--- config.mk ---
export PLATFORM = sky130hd
export DESIGN_NAME = t06_score_tracker
export DESIGN_NICKNAME = d
export VERILOG_FILES = /design/src/rtl/t06_score_pkg.sv /design/src/rtl/t06_bin2bcd_seq.sv /design/src/rtl/t06_score_tracker.sv
export SDC_FILE = /design/constraint.sdc
export NUM_CORES = 1
export LEC_CHECK = 0
export CAP_MARGIN = 20
export CORE_MARGIN = 10
export CORE_UTILIZATION = 55
export DETAILED_ROUTE_END_ITERATION = 10
export HOLD_SLACK_MARGIN = 0.1
export PLACE_DENSITY = 0.82
export SYNTH_ARGS = -nofsm -noshare
export SYNTH_HDL_FRONTEND = slang
export SYNTH_HIERARCHICAL = 1
export SYNTH_SLANG_ARGS = --single-unit
--- constraint.sdc ---
create_clock -name clk -period 4.58 [get_ports clk]
set_input_delay 0.687 -clock clk [delete_from_list [all_inputs] [get_ports clk]]
set_output_delay 0.687 -clock clk [all_outputs]
set_load 0.005 [all_outputs]
--- src/rtl/t06_score_pkg.sv ---
// -----------------------------------------------------------------------------
// t06_score_pkg
// Shared definitions for the score tracker and its sequential binary-to-BCD
// converter.
//   MAX_SCORE_DEF : default saturation point of the game score
//   BCD_W         : width of a packed 3-digit BCD value {hundreds,tens,ones}
//   SHIFT_CNT     : number of double-dabble shift steps for an 8-bit input
//   conv_state_t  : converter FSM states
// -----------------------------------------------------------------------------
package t06_score_pkg;

  localparam int MAX_SCORE_DEF = 50;
  localparam int BCD_W         = 12;
  localparam int SHIFT_CNT     = 8;

  typedef enum logic [1:0] {
    IDLE  = 2'd0,
    SHIFT = 2'd1,
    DONE  = 2'd2
  } conv_state_t;

endpackage : t06_score_pkg

--- src/rtl/t06_bin2bcd_seq.sv ---
// -----------------------------------------------------------------------------
// t06_bin2bcd_seq
// Sequential double-dabble converter: one shift per clock, 8 shifts per
// conversion. A start pulse latches the binary input and clears the BCD
// accumulator; a start while SHIFT or DONE abandons the running conversion and
// reloads, so only the newest input ever reaches DONE.
// Ports:
//   clk     in   1      system clock
//   nreset  in   1      synchronous reset, active-high
//   start   in   1      load bin and (re)start the conversion
//   bin     in   WIDTH  binary value to convert
//   bcd     out  12     BCD result {hundreds,tens,ones}; meaningful while done=1
//   done    out  1      high for the single cycle the converter sits in DONE
// -----------------------------------------------------------------------------
module t06_bin2bcd_seq
  import t06_score_pkg::*;
#(
  parameter int WIDTH = 8
) (
  input  logic             clk,
  input  logic             nreset,
  input  logic             start,
  input  logic [WIDTH-1:0] bin,
  output logic [BCD_W-1:0] bcd,
  output logic             done
);

  localparam logic [3:0] LAST_CNT = 4'(SHIFT_CNT - 1);

  conv_state_t      state;
  logic [3:0]       cnt;
  logic [WIDTH-1:0] shreg;
  logic [BCD_W-1:0] acc;
  logic [BCD_W-1:0] acc_adj;

  // Double-dabble correction: a digit of 5..9 would become 10..18 after the
  // shift, so add 3 first to make the shift carry into the next digit. 4-bit
  // arithmetic only; the carry out is deliberately dropped.
  function automatic logic [3:0] add3(input logic [3:0] nib);
    return (nib >= 4'd5) ? nib + 4'd3 : nib;
  endfunction

  always_comb begin
    acc_adj = {add3(acc[11:8]), add3(acc[7:4]), add3(acc[3:0])};
  end

  // Control: FSM and shift counter
  always_ff @(posedge clk) begin
    if (nreset) begin
      state <= IDLE;
      cnt   <= 4'd0;
    end else if (start) begin
      state <= SHIFT;
      cnt   <= 4'd0;
    end else begin
      case (state)
        SHIFT: begin
          cnt <= cnt + 4'd1;
          if (cnt == LAST_CNT) begin
            state <= DONE;
          end
        end
        DONE:    state <= IDLE;
        default: state <= IDLE;
      endcase
    end
  end

  // Datapath: shift register and BCD accumulator
  always_ff @(posedge clk) begin
    if (start) begin
      shreg <= bin;
      acc   <= '0;
    end else if (state == SHIFT) begin
      acc   <= {acc_adj[BCD_W-2:0], shreg[WIDTH-1]};
      shreg <= {shreg[WIDTH-2:0], 1'b0};
    end
  end

  assign bcd  = acc;
  assign done = (state == DONE);

endmodule : t06_bin2bcd_seq

--- src/rtl/t06_score_tracker.sv ---
// -----------------------------------------------------------------------------
// t06_score_tracker
// Holds the game score and the session high score, flags a win when the score
// reaches MAX_SCORE, and keeps a 3-digit BCD copy of both values for the text
// formatter. Two lock-stepped converters run after every change; the BCD
// outputs only move when both finish on an unchanged score.
// Ports:
//   clk         in   1      system clock
//   nreset      in   1      synchronous reset, active-high
//   score_inc   in   1      one-cycle pulse: apple eaten
//   score_clr   in   1      one-cycle pulse: new game (score only)
//   score       out  WIDTH  current score
//   high_score  out  WIDTH  highest score since reset
//   score_bcd   out  12     BCD of score
//   high_bcd    out  12     BCD of high_score
//   bcd_valid   out  1      both BCD outputs match the binary values
//   win         out  1      one-cycle pulse when score becomes MAX_SCORE
// -----------------------------------------------------------------------------
module t06_score_tracker
  import t06_score_pkg::*;
#(
  parameter int MAX_SCORE = MAX_SCORE_DEF,
  parameter int WIDTH     = 8
) (
  input  logic             clk,
  input  logic             nreset,
  input  logic             score_inc,
  input  logic             score_clr,
  output logic [WIDTH-1:0] score,
  output logic [WIDTH-1:0] high_score,
  output logic [BCD_W-1:0] score_bcd,
  output logic [BCD_W-1:0] high_bcd,
  output logic             bcd_valid,
  output logic             win
);

  localparam logic [WIDTH-1:0] MAX_V = WIDTH'(MAX_SCORE);

  logic [WIDTH-1:0] score_nxt;
  logic [WIDTH-1:0] high_nxt;
  logic             chg;
  logic             pending;
  logic [BCD_W-1:0] s_bcd;
  logic [BCD_W-1:0] h_bcd;
  logic             s_done;
  logic             h_done;
  logic             conv_done;

  // Clear has priority over increment; the score saturates at MAX_SCORE.
  always_comb begin
    score_nxt = score;
    if (score_clr) begin
      score_nxt = '0;
    end else if (score_inc && (score < MAX_V)) begin
      score_nxt = score + WIDTH'(1);
    end
  end

  // High score follows the new score on the same edge it is exceeded.
  always_comb begin
    high_nxt = (score_nxt > high_score) ? score_nxt : high_score;
  end

  // high_score only moves when score does, so a score change covers both.
  assign chg = (score_nxt != score);

  // Both converters restart together one edge after any change, so their done
  // outputs coincide. pending still being high in DONE means a newer change has
  // just restarted them: that result is stale and is dropped.
  t06_bin2bcd_seq #(.WIDTH(WIDTH)) u_conv_score (
    .clk    (clk),
    .nreset (nreset),
    .start  (pending),
    .bin    (score),
    .bcd    (s_bcd),
    .done   (s_done)
  );

  t06_bin2bcd_seq #(.WIDTH(WIDTH)) u_conv_high (
    .clk    (clk),
    .nreset (nreset),
    .start  (pending),
    .bin    (high_score),
    .bcd    (h_bcd),
    .done   (h_done)
  );

  assign conv_done = s_done & h_done;

  // Score, win and BCD publication
  always_ff @(posedge clk) begin
    if (nreset) begin
      score      <= '0;
      high_score <= '0;
      win        <= 1'b0;
      pending    <= 1'b0;
      bcd_valid  <= 1'b1;
      score_bcd  <= '0;
      high_bcd   <= '0;
    end else begin
      score      <= score_nxt;
      high_score <= high_nxt;
      // Only an increment can land on MAX_SCORE (MAX_SCORE >= 1), and a
      // saturated increment is not a change, so this fires once per game.
      win        <= chg && (score_nxt == MAX_V);
      pending    <= chg;
      if (chg) begin
        bcd_valid <= 1'b0;
      end else if (conv_done && !pending) begin
        score_bcd <= s_bcd;
        high_bcd  <= h_bcd;
        bcd_valid <= 1'b1;
      end
    end
  end

endmodule : t06_score_tracker
Word-level counts from Yosys, hierarchy flattened
Index checks and enable logic that the tools add are counted.
{"block": "word_totals", "reg_bits": 95, "latch_bits": 0, "mem_bits_rw": 0, "rom_bits": 0, "input_bits": 4, "out_inout_bits": 42, "word_cells": 79, "n_memories": 0}
{"block": "classes", "add_sub_neg": 9, "mul": 0, "n_div": 0, "order_cmp": 8, "n_eq_ne": 10, "n_shift": 0, "mux": 20, "bitwise_logic": 4, "reduce_logical": 11}
{"op": "2-to-1 mux 8 bit", "n": 6}
{"op": ">= comparator 4 x 3 -> 1 bit, second input constant", "n": 6}
{"op": "adder 4 x 2 -> 4 bit, second input constant", "n": 4}
{"op": "2-to-1 mux 4 bit", "n": 4}
{"op": "adder 4 x 1 -> 4 bit, second input constant", "n": 2}
{"op": "adder 8 x 1 -> 8 bit, second input constant", "n": 1}
{"op": "equality test 4 x 3 -> 1 bit, second input constant", "n": 2}
{"op": "equality test 8 x 6 -> 1 bit, second input constant", "n": 1}
{"op": "greater-than comparator 8 bit", "n": 1}
{"op": "< comparator 8 x 6 -> 1 bit, second input constant", "n": 1}
{"op": "2-to-1 mux 1 bit", "n": 8}
{"op": "inequality test 8 bit", "n": 1}
{"op": "adder 3 x 2 -> 3 bit, second input constant", "n": 2}
{"op": "2-to-1 mux 3 bit", "n": 2}
{"op": "inequality test 3 x 2 -> 1 bit, second input constant", "n": 2}
{"op": "nonzero test 2 bit", "n": 3}
{"op": "OR reduction 3 bit", "n": 2}
{"op": "equality test 2 x 1 -> 1 bit, second input constant", "n": 2}
{"op": "equality test 2 bit, second input constant", "n": 2}
{"op": "logical AND 1 bit", "n": 3}
{"op": "inverter 1 bit", "n": 3}
{"op": "AND reduction 2 bit", "n": 1}
{"op": "OR reduction 2 bit", "n": 1}
{"op": "bitwise AND 1 bit", "n": 1}
{"op": "zero test 1 bit", "n": 1}

Logic depth before layout (Yosys ltp)
{"block": "depth", "ltp_word": 7, "depth_mapped": 11, "ltp_nobuf": 10}

Hierarchy
The synthesis kept the hierarchy.
{"module": "t06_bin2bcd_seq", "instances": 2, "cells_per_inst": 139, "area_per_inst_um2": 1377.6, "seq_area_each_um2": 600.6}
{"module": "t06_score_tracker", "instances": 1, "cells_per_inst": 202, "area_per_inst_um2": 1968.1, "seq_area_each_um2": 860.8}

Least setup slack after synthesis
OpenSTA, ideal clock, no wires.
{"block": "synth_path", "kind": "input-to-reg", "from": "input port score_inc", "to": "register high_score[0]", "setup_ns": 0.070, "arrival_ns": 2.855, "setup_slack_ns": 1.655, "path_stages": 11, "n_path_buf": 1, "cell_sequence": "nor3b_4 > a21boi_0 > o32a_1 > inv_1 > ha_1 > nor2b_1 > o211ai_1 > a211o_1 > clkbuf_1 > a211o_1 > a21oi_1"}
{"block": "synth_via", "elab_chain_len": 4}
{"item": "start, declared", "line_no": "t06_score_tracker.sv:27", "rtl": "input logic score_inc,"}
{"item": "logical AND 1 bit", "line_no": "t06_score_tracker.sv:54", "rtl": "end else if (score_inc && (score < MAX_V)) begin"}
{"item": "2-to-1 mux 8 bit", "line_no": "t06_score_tracker.sv:54"}
{"item": "2-to-1 mux 8 bit", "line_no": "t06_score_tracker.sv:52", "rtl": "if (score_clr) begin"}
{"item": "net score_nxt[1]", "line_no": "t06_score_tracker.sv:39", "rtl": "logic [WIDTH-1:0] score_nxt;"}
{"item": "greater-than comparator 8 bit", "line_no": "t06_score_tracker.sv:61", "rtl": "high_nxt = (score_nxt > high_score) ? score_nxt : high_score;"}
{"item": "end signal, assigned", "line_no": "t06_score_tracker.sv:102", "rtl": "high_score <= high_nxt;"}
{"item": "end, declared", "line_no": "t06_score_tracker.sv:30", "rtl": "output logic [WIDTH-1:0] high_score,"}
The timed path passes the listed nets, and every way through them passes these cells.
A chain may end at the register's enable or synchronous reset.

Worst setup path in the final report
{"block": "layout_path", "from": "input port score_inc", "to": "register high_score[1]"}
{"block": "layout_via", "elab_chain_len": 4}
{"item": "logical AND 1 bit (*)", "line_no": "t06_score_tracker.sv:54"}
{"item": "2-to-1 mux 8 bit (*)", "line_no": "t06_score_tracker.sv:54"}
{"item": "2-to-1 mux 8 bit (*)", "line_no": "t06_score_tracker.sv:52"}
{"item": "net score_nxt[1]", "line_no": "t06_score_tracker.sv:39"}
{"item": "greater-than comparator 8 bit", "line_no": "t06_score_tracker.sv:61"}
Mark *: on every way through the listed nets, which the timed path passes. The rest lies on a longest branch.

==> summary.txt <==
Status
  – Status: complete, no violations

Global route
  – Global routing met2 resource utilization: 22.5%
  – Global routing's busiest layer: met2
  – Initial antenna violation count: 0
  – Met1 Track Usage GR: between 10% and 20%
  – Vias in the first global route: roughly 3500
  – Overflow after GRT: 0
  – Largest net degree at the start of global routing: between 70 and 80
  – Grt met3 use: 4.37%
  – All-layer global routing usage: between 10% and 20%
  – First-pass GRT wire length: around 16 mm

Yosys
  – Avg Cell Area, Syn: slightly below 10 um^2
  – Syn Std Cell Area: between 4000 and 5000 um^2
  – Distinct cell type count after synthesis: 54
  – Mapped Nets: 507
  – Biggest area consumer among synthesized cells: dfxtp_1
  – Post-synthesis sequential area ratio: about 44%
  – Cells after synthesis: between 400 and 500
  – Share of synthesized registers carrying an async set or reset: 0%
  – Most area-consuming cells after synthesis: dfxtp_1 33%, edfxtp_1 10%, ha_1 6.1%
  – Yosys reg bits: 95
  – Synth top area share: between 30% and 40%
  – Main flop type after synthesis: dfxtp_1
  – Syn. warnings: 6
  – Post-synth EDFFs: 16

Drt
  – DRT antenna net count: 0
  – Via density: ~5.7
  – Via Count: about 3500
  – Wire per inst: 14.7 um
  – 1st-iter DRT viols: just over 200
  – # DRC: 0
  – TritonRoute pass-1 iters: 4
  – Routed WL: ~9 mm

Floorplan
  – Initial Utilization: 56.9%
  – IO Pins: between 40 and 50
  – Die H: approximately 110 um
  – Core area: 8300 um^2
  – Core Rows: 33
  – Die area: 12700 um^2
  – Die W: 113 um

STA
  – Final Skew: roughly 14 ps
  – Worst setup margin: roughly 1200 ps
  – Sum of negative setup slack: 0 ps
  – Post-route minimum period: around 3400 ps
  – Relative slew slack: 30.7%
  – Fmax achieved: 297 MHz
  – Final setup fails: 0
  – Hold slack: between 400 and 500 ps
  – Fin crit share: between 70 and 80%
  – RSZ-0062 raised after global routing: no
  – Final hold viol count: 0
  – Pins over their slew limit: 0
  – Worst slew pin tran: approximately 1000 ps

Worst setup path
  – Worst path slowest cell: a211oi_1
  – CP Data Arrival Time: about 3700 ps
  – Worst-path cell chain: clkdlybuf4s50_1 -> nor3b_4 -> a21boi_0 -> o32a_1 -> inv_1 -> ha_1 -> nor2b_1 -> o211ai_1 -> a211oi_1 -> o21ai_0 -> a21oi_1
  – Critical-path maximum fanout: 8
  – CP bufs+invs: 2
  – CP startpoint kind: primary input
  – Critical path endpoint category: flop
  – R2R Setup Slk: roughly 1500 ps
  – Delay-heaviest family, CP: compound AO/OA/AOI/OAI gates
  – CP max stage delay: around 700 ps
  – Crit Path Class: primary input to flop
  – CP required: about 4900 ps

Cells and area
  – Share of cells above drive strength 1: between 6 and 7%
  – Antenna cell count: 0
  – Fill cell count: between 600 and 700
  – Synth-to-Final Area Change: 12.1%
  – Layout Nets: approximately 540

Clock network
  – Num CTS Buffers: 9
  – Clock-pin slew on the worst setup and hold paths: approximately 100 ps
  – CTS sink cnt: between 90 and 100
  – H-tree depth: 3
  – Clock Tree Buf Depth: 2
  – CTS tree: built
  – Clock Latency Late Sink: around 360 ps
  – Post_cts resized: 0
  – Root buffer cell: clkbuf_8
  – Setup bufs post-CTS: 0
  – CTS hold repair buffers: 0

Pwr
  – Comb power frac: between 10 and 15%
  – Clock share of power: a little under a third
  – Internal: approximately 1.2 mW
  – Max IR drop VDD: between 0.00015 and 0.0002 V
  – Pwr dens: around 310 nW/um^2
  – Reg power frac: ~56%
  – Net Switching: between 0.4 and 0.5 mW
  – Pleak: 2.00 nW
  – Switching portion of total power: 28.1%

Run
  – Max-cap violations: 0

Placement
  – Place WS: around 900 ps
  – DP Wirelength: approximately 6.2 mm
  – Gpl congestion: 0.893
  – Port bufs: 45

Min path
  – HP Class: flop to flop
-- worst min-delay path, stage by stage, from the launching register on --
cell      delay [ps]
edfxtp_1         330
nand2_1           40
a21oi_1          110
-- sequential cells by signal, summed over array words and instances, names as in the netlist --
register            cells
high_bcd               12
score_bcd              12
u_conv_high/bcd        12
u_conv_score/bcd       12
high_score              8
score                   8
u_conv_high/shreg       8
u_conv_score/shreg      8
u_conv_high/cnt         4
u_conv_score/cnt        4
u_conv_high/state       2
u_conv_score/state      2
bcd_valid               1
pending                 1
win                     1
-- power by group through the flow --
stage                     Combinational, mW  Clock [mW]  Sequential (mW)
after CTS                             0.204       0.521            0.928
final                                 0.205       0.508            0.927
after floorplan                       0.170           0            0.938
after global routing                  0.231       0.555            0.934
after global placement                0.192           0            0.944
after detailed placement              0.203           0            0.947
-- synthesized netlist by cell type (5+ instances only) --
master	count
a21oi_1	22
buf_2	8
dfxtp_1	79
edfxtp_1	16
ha_1	23
inv_1	33
mux2_1	14
mux2i_1	26
nand2_1	18
nand3_1	17
nand3b_1	5
nor2_1	40
nor2b_1	27
nor3_1	13
o2111ai_1	12
o211ai_1	13
o21a_1	6
o21ai_0	7
o21ai_1	14
or3_1	22
-- routing by layer --
layer	wire length [um]	up-vias
li1	-	1780
met1	4330	1675
met2	4180	76
met3	562	9
met4	105	0
met5	0	-
-- logic make-up (layout without fill, tap and decap cells) --
| logic type | Yosys count | after routing | synth area share [%] |
|---|---|---|---|
| compound gates | 92 | 92 | 14.1 |
| xor+xnor | 7 | 7 | 1.30 |
| fa+ha+maj | 23 | 23 | 6.09 |
| buf+inv | 56 | 95 | 6.57 |
| flops | 95 | 95 | 43.7 |
| mux | 41 | 41 | 9.09 |
| simple gates | 166 | 166 | 19.2 |
-- final timing paths --
path,cells past startpoint,from,end
max,11,score_inc,high_score[1]
max reg2reg,10,score[2],high_score[1]
min,2,u_conv_score/shreg[7],u_conv_score/bcd[0]
min reg2reg,2,u_conv_score/shreg[7],u_conv_score/bcd[0]
-- final cells by class --
cell class	instances	area (um^2)	share of cell area (%)
multi-input cells	329	2350	44.4
inverters	33	124	2.34
clock inverters	5	40.0	0.756
clock buffers	11	131	2.48
flip-flops and latches	95	2060	39.0
well taps	105	131	2.48
repair buffers	46	453	8.56
-- stage by stage --
stage	total power [mW]	cell area [um^2]	cells	util (%)
after floorplan	1.11	4720	480	-
after global placement	1.14	5120	608	61.7
after detailed placement	1.15	5120	608	61.7
after CTS	1.65	5290	624	63.8
after global routing	1.72	5290	624	63.8
final	1.64	5290	624	63.8
-- cells in the final DEF (no fill, tap or decap), types with 2 or more instances in the layout --
| cell | instances |
|---|---|
| nand3_1 | 17 |
| o2111ai_1 | 12 |
| and3_2 | 2 |
| o21a_1 | 6 |
| and2_1 | 2 |
| a311oi_2 | 3 |
| inv_1 | 33 |
| nand2b_1 | 4 |
| nor4_1 | 3 |
| a211o_1 | 2 |
| clkdlybuf4s50_1 | 44 |
| nor2b_1 | 27 |
| nand2_1 | 18 |
| dfxtp_1 | 78 |
| mux2i_1 | 26 |
| inv_6 | 2 |
| mux2_1 | 14 |
| o21ai_1 | 14 |
| xnor2_1 | 4 |
| xor2_1 | 3 |
| and2b_1 | 4 |
| edfxtp_1 | 16 |
| o21ai_0 | 7 |
| clkbuf_1 | 2 |
| nor3_1 | 13 |
| or3_1 | 22 |
| nand4_1 | 2 |
| o211ai_1 | 13 |
| nor2_1 | 40 |
| ha_1 | 23 |
| a21oi_1 | 22 |
| o41ai_1 | 2 |
| a211oi_2 | 2 |
| clkbuf_8 | 9 |
| nand3b_1 | 5 |
| nand2b_4 | 2 |
Note: power is estimated with default switching activity, not from simulation.
